$ cat src/rtl/mem_access_unit.sv
// Load/store unit for a word-wide, byte-addressable synchronous memory.
// Handles sub-word and misaligned accesses, splitting across two words when needed.
module mem_access_unit #(
  parameter int DATA_WIDTH    = 32,
  parameter int ADDRESS_WIDTH = 4
) (
  input  logic                     clk,
  input  logic                     rst,
  input  logic                     req_valid,
  output logic                     req_ready,
  input  logic                     req_we,
  input  logic [1:0]               req_size,
  input  logic                     req_unsigned,
  input  logic [ADDRESS_WIDTH+1:0] req_addr,
  input  logic [DATA_WIDTH-1:0]    req_wdata,
  output logic                     resp_valid,
  output logic [DATA_WIDTH-1:0]    resp_rdata,
  output logic                     resp_err,
  output logic [ADDRESS_WIDTH-1:0] mem_addr,
  output logic [3:0]               mem_byte_en,
  output logic [DATA_WIDTH-1:0]    mem_din,
  input  logic [DATA_WIDTH-1:0]    mem_dout
);

  typedef enum logic [2:0] {IDLE, ACC_LO, ACC_HI, CAP, RESP} state_t;

  state_t                   state_q, state_d;
  logic                     we_q, uns_q;
  logic [1:0]               size_q;
  logic [ADDRESS_WIDTH+1:0] addr_q;
  logic [31:0]              wdata_q;
  logic [31:0]              lo_buf_q, hi_buf_q, rdata_q;
  logic                     err_q;

  logic [1:0]               off;
  logic [ADDRESS_WIDTH-1:0] word;
  logic                     split, illegal, store_ok;
  logic [3:0]               base_mask;
  logic [7:0]               mask8;
  logic [63:0]              wdata64;
  logic [31:0]              lo_v, hi_v, assembled, load_res;

  function automatic logic [31:0] ext_load(input logic [31:0] v, input logic [1:0] sz,
                                           input logic uns);
    logic [31:0] r;
    case (sz)
      2'b00:   r = uns ? {24'b0, v[7:0]}  : {{24{v[7]}}, v[7:0]};
      2'b01:   r = uns ? {16'b0, v[15:0]} : {{16{v[15]}}, v[15:0]};
      default: r = v;
    endcase
    return r;
  endfunction

  assign off      = addr_q[1:0];
  assign word     = addr_q[ADDRESS_WIDTH+1:2];
  assign split    = ((size_q == 2'b01) && (off == 2'd3)) || ((size_q == 2'b10) && (off != 2'd0));
  assign illegal  = (size_q == 2'b11);
  assign store_ok = we_q && !illegal;

  always_comb begin
    case (size_q)
      2'b00:   base_mask = 4'b0001;
      2'b01:   base_mask = 4'b0011;
      2'b10:   base_mask = 4'b1111;
      default: base_mask = 4'b0000;
    endcase
  end

  // Shifting into a 64-bit window yields the low-word and high-word parts at once.
  assign mask8     = {4'b0000, base_mask} << off;
  assign wdata64   = {32'b0, wdata_q} << {off, 3'b000};
  assign lo_v      = split ? lo_buf_q : mem_dout;
  assign hi_v      = split ? mem_dout : 32'b0;
  assign assembled = 32'({hi_v, lo_v} >> {off, 3'b000});
  assign load_res  = ext_load(assembled, size_q, uns_q);

  always_comb begin
    state_d     = state_q;
    req_ready   = 1'b0;
    resp_valid  = 1'b0;
    mem_addr    = '0;
    mem_byte_en = 4'b0000;
    mem_din     = '0;
    case (state_q)
      IDLE: begin
        req_ready = !rst;
        if (req_valid) state_d = ACC_LO;
      end
      ACC_LO: begin
        mem_addr = word;
        if (store_ok) begin
          mem_byte_en = mask8[3:0];
          mem_din     = (mask8[3:0] != 4'b0000) ? wdata64[31:0] : 32'b0;
        end
        state_d = split ? ACC_HI : CAP;
      end
      ACC_HI: begin
        mem_addr = word + 1'b1;
        if (store_ok) begin
          mem_byte_en = mask8[7:4];
          mem_din     = (mask8[7:4] != 4'b0000) ? wdata64[63:32] : 32'b0;
        end
        state_d = CAP;
      end
      CAP:  state_d = RESP;
      RESP: begin
        resp_valid = 1'b1;
        state_d    = IDLE;
      end
      default: state_d = IDLE;
    endcase
  end

  always_ff @(posedge clk) begin
    if (rst) begin
      state_q  <= IDLE;
      lo_buf_q <= '0;
      hi_buf_q <= '0;
      rdata_q  <= '0;
      err_q    <= 1'b0;
    end else begin
      state_q <= state_d;
      if (state_q == ACC_HI) lo_buf_q <= mem_dout;
      if (state_q == CAP) begin
        if (split) hi_buf_q <= mem_dout;
        else       lo_buf_q <= mem_dout;
        rdata_q <= (we_q || illegal) ? 32'b0 : load_res;
        err_q   <= illegal;
      end
    end
  end

  always_ff @(posedge clk) begin
    if (state_q == IDLE && req_valid) begin
      we_q    <= req_we;
      size_q  <= req_size;
      uns_q   <= req_unsigned;
      addr_q  <= req_addr;
      wdata_q <= req_wdata;
    end
  end

  assign resp_rdata = rdata_q;
  assign resp_err   = err_q;

endmodule
$ cat config.mk
export PLATFORM = sky130hd
export DESIGN_NAME = mem_access_unit
export DESIGN_NICKNAME = d
export VERILOG_FILES = /design/src/rtl/mem_access_unit.sv
export SDC_FILE = /design/constraint.sdc
export NUM_CORES = 1
export LEC_CHECK = 0
export ABC_AREA = 1
export CORE_MARGIN = 3
export CORE_UTILIZATION = 35
export CTS_CLUSTER_DIAMETER = 120
export DETAILED_ROUTE_END_ITERATION = 12
export RECOVER_POWER = 50
export SYNTH_ARGS = -nofsm -noshare
export SYNTH_HDL_FRONTEND = slang
export SYNTH_SLANG_ARGS = --single-unit
$ cat constraint.sdc
create_clock -name clk -period 4.59 [get_ports clk]
set_input_delay 1.377 -clock clk [delete_from_list [all_inputs] [get_ports clk]]
set_output_delay 1.377 -clock clk [all_outputs]
set_load 0.01 [all_outputs]
==> summary.txt <==
Clock network
  • Worst-path clk slew: 80 ps
  • CTS resizes: 0
  • Setup repair bufs after CTS: 0
  • CTS Sinks: 102
  • Inserted Clock Buffers: 9
  • Max Buffers Root-to-Sink: 2
  • Hold Buf Count CTS: 0
  • Clk_lat worst skew: approximately 360 ps
  • CTS root buffer: clkbuf_16
  • H-tree level count: 3
  • CTS tree: done

Floorplanning
  • Row Count: between 40 and 50
  • # IOs: around 150
  • Die width: 138 µm
  • Starting density of the core: 0.362
  • Die Y: 138 µm
  • Die footprint: 0.0190 mm²
  • Core Region: 0.0168 mm²

Pwr
  • Lkg Pwr: about 0.0032 µW
  • Total chip power: about 3100 µW
  • Maximum VDD drop: between 0.15 and 0.2 mV
  • Pwr Density: ~380 mW/mm²

Synth
  • Synthesized area per cell: 7.11 µm²
  • Synth Area in XOR/XNOR: 0.00288
  • Mux cell area share after synthesis: 0.00329
  • Largest family of logic cells by synthesized area: simple AND/OR/NAND/NOR gates
  • Post-Synth Adder-Cell Area: 0.0123
  • Synth cell types: 42
  • Simple-gate share of the synthesized area: 0.295
  • Mapped Area: 0.00609 mm²
  • Complex-gate fraction of the synthesized area: 0.198
  • Post-Syn Nets: 939
  • Synthesized flop and latch total: 102
  • Sequential area share after synthesis: 0.404
  • Synth warn: 0
  • Synthesized instance count: between 800 and 900

Layout
  • Area delta synth->final: 31.6%
  • Final net count: roughly 1100
  • Finished Layout Cells: 1201
  • Fillers: about 1800
  • Share of cells above drive strength 1: 0.0562

STA
  • Tcrit/Tclk final: 0.937
  • Fmax: 232 MHz
  • Final setup viols: 0
  • Fin Setup TNS: 0 ps
  • Fin Hold WS: between 400 and 500 ps
  • Endpoints failing hold: 0
  • Rel. slew slack: -0.898
  • RSZ-0062 raised after global routing: no
  • Worst Tran Pin Value: 2850 ps
  • Worst setup margin: 289 ps
  • Final Max Tran Viols: around 100
  • Post-route minimum period: ~4300 ps
  • Worst-case clock skew: 13.4 ps

Worst setup path
  • Worst-path maximum fanout: 6
  • Crit Path Class: flip-flop to primary output
  • CP Launch Type: flip-flop
  • Worst setup EP type: primary output
  • Worst Path Required: 3210 ps
  • CP arrival: 2920 ps

Drt
  • Final WL: 20.1 mm
  • DR iter-0 viols: 458
  • Drc violations: 0
  • Antenna Nets Post-Route: 0
  • Vias per cell: 5.23
  • Wirelength per Cell: 16.8 µm
  • DR vias: 6287
  • First drt pass iteration count: 5

Placed design
  • Dpl cells: 1183
  • Placed wire-length estimate: 14.5 mm
  • IO Port Bufs: 151
  • Post-Place Setup Slack: 700 ps
  • RD Place Congestion: between 0.9 and 1

Worst hold path
  • HP Class: flip-flop to flip-flop

Global routing
  • GRT Util Overall: 0.215
  • Initial antenna violation count: 4
  • Via count of the first global-routing pass: 6184
  • Global-route wire length before repair: approximately 31 mm
  • Pin count of the biggest net entering global routing: between 60 and 70
  • GRT overflow: 0

Job
  • Max_cap viols: 2

Status
  • Outcome: finished, violations left
  • Failing checks: capacitance limit, slew limit
==> logic make-up (layout without fill, tap and decap cells) <==
family          Yosys count  in the layout
xor+xnor                  2              2
compound gates          215            215
simple gates            407            407
buf+inv                 122            245
fa+ha+maj                 6              6
mux                       2              2
other cells               0              2
flops                   102            102
==> critical path, stage by stage, from the launching register on <==
cell and delay [ps]:
edfxtp_1 440, ha_1 250, nor2_1 110, inv_1 110, nor2_4 120, inv_1 100
nor2_1 360, nand2_1 250, o22ai_1 260, clkdlybuf4s50_1 570
==> metrics by stage <==
| stage | cell area [µm²] | util |
|---|---|---|
| final | 8010 | 0.476 |
| after global routing | 8010 | 0.476 |
| after CTS | 8020 | 0.477 |
| after detailed placement | 7710 | 0.458 |
| after global placement | 7710 | 0.458 |
| after floorplan | 6090 | - |
==> registers in the layout (all words and copies together), names as in the netlist <==
signal,flops
uns_q,1
resp_rdata,32
resp_err,1
wdata_q,32
we_q,1
addr_q,6
lo_buf_q,24
state_q,3
size_q,2
==> power by group <==
part,internal [µW],switching [µW]
clock network,434,371
logic,376,707
registers,1100,70.4
==> cell type report <==
type                            count  area, µm²  area share
Sequential cell                   102       2460       0.307
Antenna cell                        2       5.00    0.000625
Timing Repair Buffer              164       1600       0.199
Tap cell                          220        275      0.0344
Clock inverter                      5       52.6     0.00656
Inverter                           65        244      0.0305
Clock buffer                       11        254      0.0317
Multi-Input combinational cell    632       3120       0.390
==> metal layers <==
| layer | global-route usage | routed length (µm) | part of all wire |
|---|---|---|---|
| met3 | 0.0631 | 1550 | 0.077 |
| met4 | 0.0960 | 709 | 0.035 |
| met1 | 0.259 | 8180 | 0.41 |
| met2 | 0.354 | 9660 | 0.48 |
| met5 | 0 | 27 | 0.0013 |
==> cells in the mapped netlist, drive strengths merged <==
master   count  share of area
o22ai        9          0.010
nand4        7         0.0072
clkbuf      28          0.017
nand3       91          0.084
o31ai        1         0.0012
a31oi        6         0.0062
mux2i        2         0.0033
nand2      247           0.15
clkinv       1        0.00062
o21ai       66          0.057
buf         29          0.027
a211oi      17          0.021
xnor2        1         0.0014
a32oi        2         0.0029
inv         64          0.039
a22o         1         0.0014
a21oi      103          0.085
a2bb2oi      1         0.0014
xor2         1         0.0014
a31o         4         0.0058
nor2        50          0.036
a22oi        1         0.0012
edfxtp      42           0.21
o21a         2         0.0025
ha           6          0.012
a21o         2         0.0025
nor3        12          0.014
dfxtp       60           0.20
==> layout by cell type, fill, tap and decap left out, types with 5 or more instances in the layout <==
| master | n |
|---|---|
| buf_4 | 11 |
| a211oi_1 | 17 |
| dfxtp_1 | 60 |
| nor3_1 | 9 |
| inv_1 | 59 |
| clkbuf_16 | 10 |
| nand4_1 | 7 |
| inv_2 | 5 |
| clkdlybuf4s50_1 | 85 |
| o22ai_1 | 8 |
| a21oi_1 | 103 |
| dlygate4sd3_1 | 65 |
| ha_1 | 6 |
| nand2_1 | 245 |
| edfxtp_1 | 42 |
| a31oi_1 | 6 |
| nor2_1 | 45 |
| o21ai_0 | 64 |
| nand3_1 | 84 |
| nor2_4 | 5 |
==> worst paths after layout <==
| path | startpoint | end | slack [ps] | cells past startpoint |
|---|---|---|---|---|
| min reg2reg | resp_rdata[6] | resp_rdata[6] | 460 | 2 |
| max | size_q[1] | mem_din[6] | 290 | 9 |
| max reg2reg | addr_q[0] | lo_buf_q[14] | 1280 | 9 |
| min | resp_rdata[6] | resp_rdata[6] | 460 | 2 |
Note: power is estimated with default switching activity, not from simulation.
